<file path="src/rtl/imem_loader.sv">
// Instruction-store writer: parses SYNC/COUNT/data/CHK frames from a byte stream into a
// word store, holds the core until a checksum-verified program is loaded.
module imem_loader #(
  parameter int unsigned DEPTH  = 32,
  parameter int unsigned ADDR_W = 5,
  parameter logic [7:0]  SYNC   = 8'hA5
) (
  input  logic        clk,
  input  logic        rst,
  input  logic        in_valid,
  input  logic [7:0]  in_byte,
  output logic        in_ready,
  input  logic [31:0] PC,
  output logic [31:0] Instr,
  output logic        cpu_hold,
  output logic        load_done,
  output logic        load_err,
  output logic [7:0]  words_written
);

  typedef enum logic [2:0] {
    StIdle, StCount, StData, StWrite, StCheck, StDone, StError
  } state_e;

  state_e      state_q, state_d;
  logic [1:0]  lane_q, lane_d;
  logic [7:0]  chk_q, chk_d;
  logic [31:0] word_q, word_d;
  logic [7:0]  n_q, n_d;
  logic [7:0]  ww_q, ww_d;
  logic        hold_q, hold_d;
  logic        done_q, done_d;
  logic        err_q, err_d;
  logic        mem_we;
  logic        accept;
  logic [7:0]  ww_inc;

  logic [31:0] mem_q [DEPTH];

  assign in_ready      = (state_q != StWrite);
  assign accept        = in_valid && in_ready;
  assign ww_inc        = ww_q + 8'd1;
  assign cpu_hold      = hold_q;
  assign load_done     = done_q;
  assign load_err      = err_q;
  assign words_written = ww_q;

  always_comb begin
    state_d = state_q;
    lane_d  = lane_q;
    chk_d   = chk_q;
    word_d  = word_q;
    n_d     = n_q;
    ww_d    = ww_q;
    hold_d  = hold_q;
    done_d  = done_q;
    err_d   = err_q;
    mem_we  = 1'b0;
    unique case (state_q)
      StIdle, StDone, StError: begin
        // Flags from the previous frame persist until a new SYNC arrives.
        if (accept && in_byte == SYNC) begin
          state_d = StCount;
          chk_d   = 8'd0;
          ww_d    = 8'd0;
          lane_d  = 2'd0;
          hold_d  = 1'b1;
          done_d  = 1'b0;
          err_d   = 1'b0;
        end
      end
      StCount: begin
        if (accept) begin
          chk_d = chk_q ^ in_byte;
          if (in_byte == 8'd0 || {24'd0, in_byte} > DEPTH) begin
            state_d = StError;
            err_d   = 1'b1;
          end else begin
            n_d     = in_byte;
            state_d = StData;
          end
        end
      end
      StData: begin
        if (accept) begin
          word_d = {word_q[23:0], in_byte};
          chk_d  = chk_q ^ in_byte;
          lane_d = lane_q + 2'd1;
          if (lane_q == 2'd3) state_d = StWrite;
        end
      end
      StWrite: begin
        mem_we  = 1'b1;
        ww_d    = ww_inc;
        lane_d  = 2'd0;
        state_d = (ww_inc == n_q) ? StCheck : StData;
      end
      StCheck: begin
        if (accept) begin
          if (in_byte == chk_q) begin
            state_d = StDone;
            done_d  = 1'b1;
            hold_d  = 1'b0;
          end else begin
            state_d = StError;
            err_d   = 1'b1;
          end
        end
      end
      default: state_d = StIdle;
    endcase
  end

  always_ff @(posedge clk) begin
    if (rst) begin
      state_q <= StIdle;
      lane_q  <= 2'd0;
      chk_q   <= 8'd0;
      word_q  <= 32'd0;
      n_q     <= 8'd0;
      ww_q    <= 8'd0;
      hold_q  <= 1'b1;
      done_q  <= 1'b0;
      err_q   <= 1'b0;
    end else begin
      state_q <= state_d;
      lane_q  <= lane_d;
      chk_q   <= chk_d;
      word_q  <= word_d;
      n_q     <= n_d;
      ww_q    <= ww_d;
      hold_q  <= hold_d;
      done_q  <= done_d;
      err_q   <= err_d;
    end
  end

  // Store is deliberately not reset so a program survives a core/loader reset.
  always_ff @(posedge clk) begin
    if (mem_we) mem_q[ww_q[ADDR_W-1:0]] <= word_q;
  end

  assign Instr = mem_q[ADDR_W'((PC >> 2) % DEPTH)];

endmodule

</file>
<file path="config.mk">
export PLATFORM = sky130hd
export DESIGN_NAME = imem_loader
export DESIGN_NICKNAME = d
export VERILOG_FILES = /design/src/rtl/imem_loader.sv
export SDC_FILE = /design/constraint.sdc
export NUM_CORES = 1
export LEC_CHECK = 0
export BUFFER_PORTS_ARGS = -buffer_cell sky130_fd_sc_hd__clkbuf_2
export CORE_MARGIN = 4
export CORE_UTILIZATION = 37
export CTS_BUF_LIST = sky130_fd_sc_hd__clkbuf_4 sky130_fd_sc_hd__clkbuf_8 sky130_fd_sc_hd__clkbuf_16
export DETAILED_ROUTE_END_ITERATION = 7
export PLACE_DENSITY = 0.52
export SLEW_MARGIN = 20
export SYNTH_ARGS = -nofsm -noshare
export SYNTH_HDL_FRONTEND = slang
export SYNTH_SLANG_ARGS = --single-unit
</file>
<file path="constraint.sdc">
create_clock -name clk -period 3 [get_ports clk]
set_input_delay 0.45 -clock clk [delete_from_list [all_inputs] [get_ports clk]]
set_output_delay 0.45 -clock clk [all_outputs]
set_load 0.01 [all_outputs]
</file>
==> results of run 1 <==
-- flip-flops by register name (all words and copies together), names as in the netlist --
name           count
mem_q           1024
word_q            32
chk_q              8
n_q                8
words_written      8
state_q            3
lane_q             2
cpu_hold           1
load_done          1
load_err           1
-- logic make-up after synthesis --
family | share of synthesized area [%]
buf+inv | 1.154
fa+ha+maj | 0.1733
mux | 18.24
flops | 76.50
simple gates | 2.304
xor+xnor | 0.3765
compound gates | 1.249
-- layer usage --
layer	wire, µm	up-vias
li1	-	8364
met1	45350	10908
met2	53110	559
met3	5450	127
met4	2062	0
met5	0	-
-- what timing repair did --
| item | CTS | global route |
|---|---|---|
| pin swaps | 0 | 0 |
| gates cloned | 0 | 2 |
| gates resized for setup | 2 | 22 |
| setup buffers | 0 | 3 |
| endpoints found under the setup margin | 2 | 19 |
-- path summary, 6_finish.rpt --
| check | end | slack (ns) | cells after the start |
|---|---|---|---|
| worst min register to register | word_q[6]$_SDFFE_PP0P_ | 0.46 | 2 |
| worst max register to register | mem_q[15][20]$_DFFE_PP_ | 0.63 | 6 |
| worst max-delay path | Instr[13] | 0.06 | 4 |
| worst min-delay path | word_q[4]$_SDFFE_PP0P_ | 0.08 | 3 |
-- worst register-to-register path: stages (launching register included) --
cell	delay [ns]
dfxtp_2	0.48
nor2b_1	0.25
and2_1	0.35
inv_1	0.10
or3_1	0.39
inv_2	0.09
buf_12	0.32
-- metrics by stage --
stage	total power, µW	cell area [µm²]
3_3_place_gp	18240	45870
4_1_cts	32330	49650
2_1_floorplan	17740	41870
5_1_grt	33070	49820
3_5_place_dp	18270	45870
6_report	32050	49820
-- cell type report --
cell class	instances	area, µm²	area share, %
repair buffers	214	2469	4.955
flip-flops and latches	1088	32050	64.34
multi-input cells	684	9625	19.32
clock buffers	142	3115	6.254
well taps	1500	1877	3.767
clock inverters	62	654.4	1.314
inverters	7	26.28	0.05274
-- power groups by stage --
stage,Sequential [µW],Combinational [µW],Clock (µW)
final,16500,1420,14100
after global routing,16500,1540,15000
after CTS,16500,1420,14400
after detailed placement,16900,1410,0
after global placement,16800,1390,0
after floorplan,16800,927,0
-- layout by cell type, fill, tap and decap left out, types with 4 or more instances in the layout --
master / n
buf_12: 68
edfxtp_1: 1024
bufinv_16: 13
clkbuf_8: 14
clkbuf_2: 52
nor3_1: 5
buf_4: 82
mux2_2: 24
or3_1: 5
o21ai_0: 16
xor2_1: 7
nand3b_1: 12
nor2b_1: 7
buf_16: 4
dfxtp_2: 17
clkinvlp_4: 5
inv_1: 6
nand3_1: 7
clkbuf_4: 16
nand2b_1: 5
ha_1: 5
nand2_1: 81
dfxtp_1: 47
xnor2_1: 11
mux2i_1: 7
nor2_1: 33
clkbuf_16: 114
a21oi_1: 54
buf_6: 5
mux4_2: 320
clkinv_1: 25
nor2_4: 32
and2_1: 5
mux2_4: 8
clkinv_2: 14
==> flow_metrics.py, run 1 <==
metrics = {
    "drt": {
        "drc_errors": 0,
        "final_antenna_net_count": 0,
        "wire_per_inst_um": 28.66,
        "first_iter_violations": 2297,
        "drt_pre_antenna_iters": 5,
        "vias": 19958,
        "avgViaCountPerCell": 5.398,
        "wl_mm": 106.0,
    },
    "finish": {
        "drive_above_1_share_pct": 36.32,
        "area_growth_pct": 18.99,
        "nFillCells": 9524,
        "stdcell_count": 3697,
        "post-route-util_pct": 44.34,
        "antennaDiodeCount": 0,
        "nets": 2152,
    },
    "floorplan": {
        "pin_count": 87,
        "start_util_pct": 37.27,
        "rows": 123,
        "dieArea_um2": 118600,
        "core-area_um2": 112300,
        "die_h_um": 344.4,
        "die-width_um": 344.4,
    },
    "grt": {
        "globalRouteMet2Util_pct": 30.10,
        "grt_pass1_vias": 20959,
        "use_met1_pct": 25.09,
        "grt_max_degree": 38,
        "track_usage_pct": 18.01,
        "grt-ovfl-total": 0,
        "busiest_layer": "met2",
        "antenna_found_initial": 0,
        "use_met3_pct": 2.704,
        "grt_pass1_wl_mm": 151.7,
    },
    "power": {
        "power.switching_uw": 6492,
        "ir_worst_vdd_mv": 0.4907,
        "p_clk_share_pct": 44.0,
        "power_density_nw_per_um2": 643.4,
        "p_seq_share_pct": 51.6,
        "switching_share_pct": 20.25,
        "power.internal_uw": 25560,
        "p_leak_uw": 0.01508,
        "share_comb_of_total_power_pct": 4.4,
    },
    "placed_design": {
        "dp_cells": 3488,
        "port-buffer-count": 59,
        "gp_congestion": 0.7580,
        "hpwl_mm": 58.17,
        "place_ws_ns": 0.01228,
    },
    "outcome": {
        "status": "completed",
    },
    "timing": {
        "fin_setup_tns_ns": 0,
        "period_share_pct": 97.96,
        "clock.fmax_mhz": 340.3,
        "fin_worst_skew_ns": 0.02342,
        "layout_setup_ws_ns": 0.06106,
        "period_minus_slack_ns": 2.939,
        "finalSetupViolations": 0,
        "whs_ns": 0.07718,
        "rsz0062_at_grt": "true",
        "drv_slew": 0,
        "maxSlewHeadroom_pct": 26.10,
        "tightest_slew_ns": 1.107,
        "finalHoldViolCount": 0,
    },
    "worst_setup_path": {
        "cpPeakStageDelay_ns": 0.50,
        "crit_required_ns": 2.55,
        "cp_top_family": "multiplexers",
        "r2r_start": "state_q[1]$_SDFFE_PP0P_",
        "start_kind": "flip-flop",
        "cp_common_cell": "mux4_2",
        "critPathArrivalTime_ns": 2.49,
        "crit_chain": "mux4_2, mux4_2, mux2_4, clkbuf_2",
        "slowest_stage": "mux4_2",
        "crit_start": "mem_q[15][13]$_DFFE_PP_",
        "critPathMaxFanout": 1,
        "end_kind": "output port",
        "path_class": "flip-flop to output port",
        "worst-path-buf-inv": 1,
    },
    "logic_synthesis": {
        "async_reset_ff_share_pct": 0,
        "synth_seq_cells": 1088,
        "synth.cell_area_um2": 41870,
        "synth_edf_count": 1024,
        "ys_top_cells_by_area": "edfxtp_1, mux4_2, dfxtp_1, mux2_2, nand2_1",
        "synthDistinctLibCells": 52,
        "syn_area_per_cell_um2": 22.24,
        "yosys.area.top_type": "edfxtp_1",
        "synth_common_cells": "edfxtp_1, mux4_2, nand2_1",
        "ys.flop_type": "edfxtp_1",
        "yosysWarnings": 0,
        "ys_seq_area_share_pct": 76.50,
        "syn_nets": 1931,
        "synthCells": 1883,
        "synth_top_area_share_pct": 73.44,
        "yosysMostFrequentCell": "edfxtp_1",
    },
    "clock_network": {
        "cts-htree-levels": 3,
        "path_clk_slew_ns": 0.06,
        "cts_inserted_buffers": 109,
        "hold_buffers": 0,
        "clockBufferDepth": 3,
        "cts_tree": "done",
        "clk_latency_ns": 0.68,
        "cts-root-buf": "clkbuf_16",
        "cts_num_sinks": 1088,
    },
    "worst_hold_path": {
        "hold_path_class": "input pin to flip-flop",
        "min_from": "in_byte[4]",
    },
    "run": {
        "drv_cap": 0,
    },
}
No activity file was read; power rests on OpenSTA's default activity.
==> run 2, diff against run 1 <==
- GPL_TIMING_DRIVEN: not set -> 0
==> flow_metrics.py, run 2 (same netlist as run 1, synthesis figures left out) <==
metrics = {
    "outcome": {
        "status": "completed",
    },
    "finish": {
        "final_cell_mix": "edfxtp_1, mux4_2, clkbuf_16",
        "drive_above_1_share_pct": 36.64,
        "antennaDiodeCount": 0,
        "nets": 2178,
        "area_growth_pct": 20.44,
        "largest_register_ffs": 1024,
        "nFillCells": 9424,
        "final_common_cell": "edfxtp_1",
    },
    "timing": {
        "finalHoldViolCount": 0,
        "period_minus_slack_ns": 2.991,
        "tightest_slew_ns": 1.099,
        "layout_setup_ws_ns": 0.009442,
        "rsz0062_at_grt": "true",
        "fin_worst_skew_ns": 0.02005,
        "drv_slew": 0,
        "clock.fmax_mhz": 334.4,
        "period_share_pct": 99.69,
        "maxSlewHeadroom_pct": 26.66,
        "whs_ns": 0.06927,
        "finalSetupViolations": 0,
    },
    "worst_setup_path": {
        "cp_common_cell": "mux4_2",
        "critPathMaxFanout": 1,
        "path_class": "flip-flop to output port",
        "start_kind": "flip-flop",
        "crit_chain": "mux4_2, mux4_2, mux2_4, buf_6",
        "crit_required_ns": 2.55,
        "slowest_stage": "mux4_2",
        "end_kind": "output port",
        "cpPeakStageDelay_ns": 0.54,
        "critPathArrivalTime_ns": 2.54,
    },
    "drt": {
        "avgViaCountPerCell": 5.467,
        "wl_mm": 106.5,
        "drt_pre_antenna_iters": 5,
        "final_antenna_net_count": 0,
        "wire_per_inst_um": 28.58,
        "first_iter_violations": 2163,
        "drc_errors": 0,
        "vias": 20375,
    },
    "floorplan": {
        "start_util_pct": 37.27,
        "rows": 123,
        "core-area_um2": 112300,
        "dieArea_um2": 118600,
        "die-width_um": 344.4,
        "pin_count": 87,
        "die_h_um": 344.4,
    },
    "clock_network": {
        "path_clk_slew_ns": 0.06,
        "cts_inserted_buffers": 114,
        "cts_tree": "done",
        "cts-htree-levels": 3,
        "cts-root-buf": "clkbuf_16",
        "clk_latency_ns": 0.68,
        "hold_buffers": 0,
        "clockBufferDepth": 3,
        "cts_num_sinks": 1088,
    },
    "worst_hold_path": {
        "hold_path_class": "input pin to flip-flop",
    },
    "placed_design": {
        "hpwl_mm": 69.57,
        "place_ws_ns": -0.8855,
        "port-buffer-count": 53,
        "gp_congestion": 0.7748,
    },
    "power": {
        "ir_worst_vdd_mv": 0.4644,
        "p_leak_uw": 0.01533,
        "power_density_nw_per_um2": 643.7,
    },
    "grt": {
        "grt_max_degree": 35,
        "antenna_found_initial": 1,
        "track_usage_pct": 18.17,
        "grt_pass1_wl_mm": 153.5,
        "grt-ovfl-total": 0,
        "grt_pass1_vias": 21318,
    },
    "run": {
        "drv_cap": 0,
    },
}
[run 2: final cells by class]
type	count	area (µm²)	area share [%]
plain buffers	104	945.9	1.876
clock buffers	154	3283	6.511
clock inverters	59	595.6	1.181
inverters	7	28.78	0.05707
multi-input cells	684	9684	19.20
flip-flops and latches	1088	32060	63.58
well taps	1500	1877	3.722
repair buffers	131	1949	3.866
[run 2: final timing paths]
check | from | end | slack, ns | cells after the start
hold reg to reg | load_err$_SDFFE_PP0P_ | load_err$_SDFFE_PP0P_ | 0.47 | 1
hold / removal | rst | state_q[1]$_SDFFE_PP0P_ | 0.07 | 3
setup / recovery | mem_q[10][9]$_DFFE_PP_ | Instr[9] | 0.009 | 4
setup reg to reg | state_q[1]$_SDFFE_PP0P_ | mem_q[28][27]$_DFFE_PP_ | 0.24 | 7
[run 2: per-layer routing]
layer  global-route usage [%]  part of all wire (%)
met1                    25.78                    43
met2                    29.93                    49
met3                    2.864                   5.5
met4                    3.950                   1.6
met5                        0                     0
[run 2: power breakdown]
group	switching [µW]	leakage (µW)	internal [µW]	total (µW)
Sequential	80.0	0.00936	16500	16500
Clock	5750	0.00195	8680	14400
Combinational	811	0.00402	691	1500
Total	6640	0.0153	25800	32500
[run 2: critical path: cells and delay by family, from the launching register on]
kind                   cells  cell delay (ns)
multiplexers               3             1.34
flip-flops                 1             0.40
buffers and inverters      1             0.13
[run 2: what timing repair did]
item | CTS | global route
setup endpoints to repair | 676 | 1010
hold endpoints to repair | 0 | 0
cloned | 1 | 0
resized for setup | 174 | 69
pin swaps | 8 | 2
buffers inserted | 17 | 2
[run 2: per-stage QoR]
step,power [µW],std cells,area (µm²),TNS [ns],utilization (%)
2_1_floorplan,17740,1883,41870,-142.18,-
3_3_place_gp,18220,3436,44010,-2608.92,39.17
4_1_cts,32740,3725,50200,-30.69,44.68
6_report,32460,3727,50430,0,44.88
3_5_place_dp,18250,3494,45580,-112.14,40.57
5_1_grt,33530,3727,50430,-0.1936,44.88
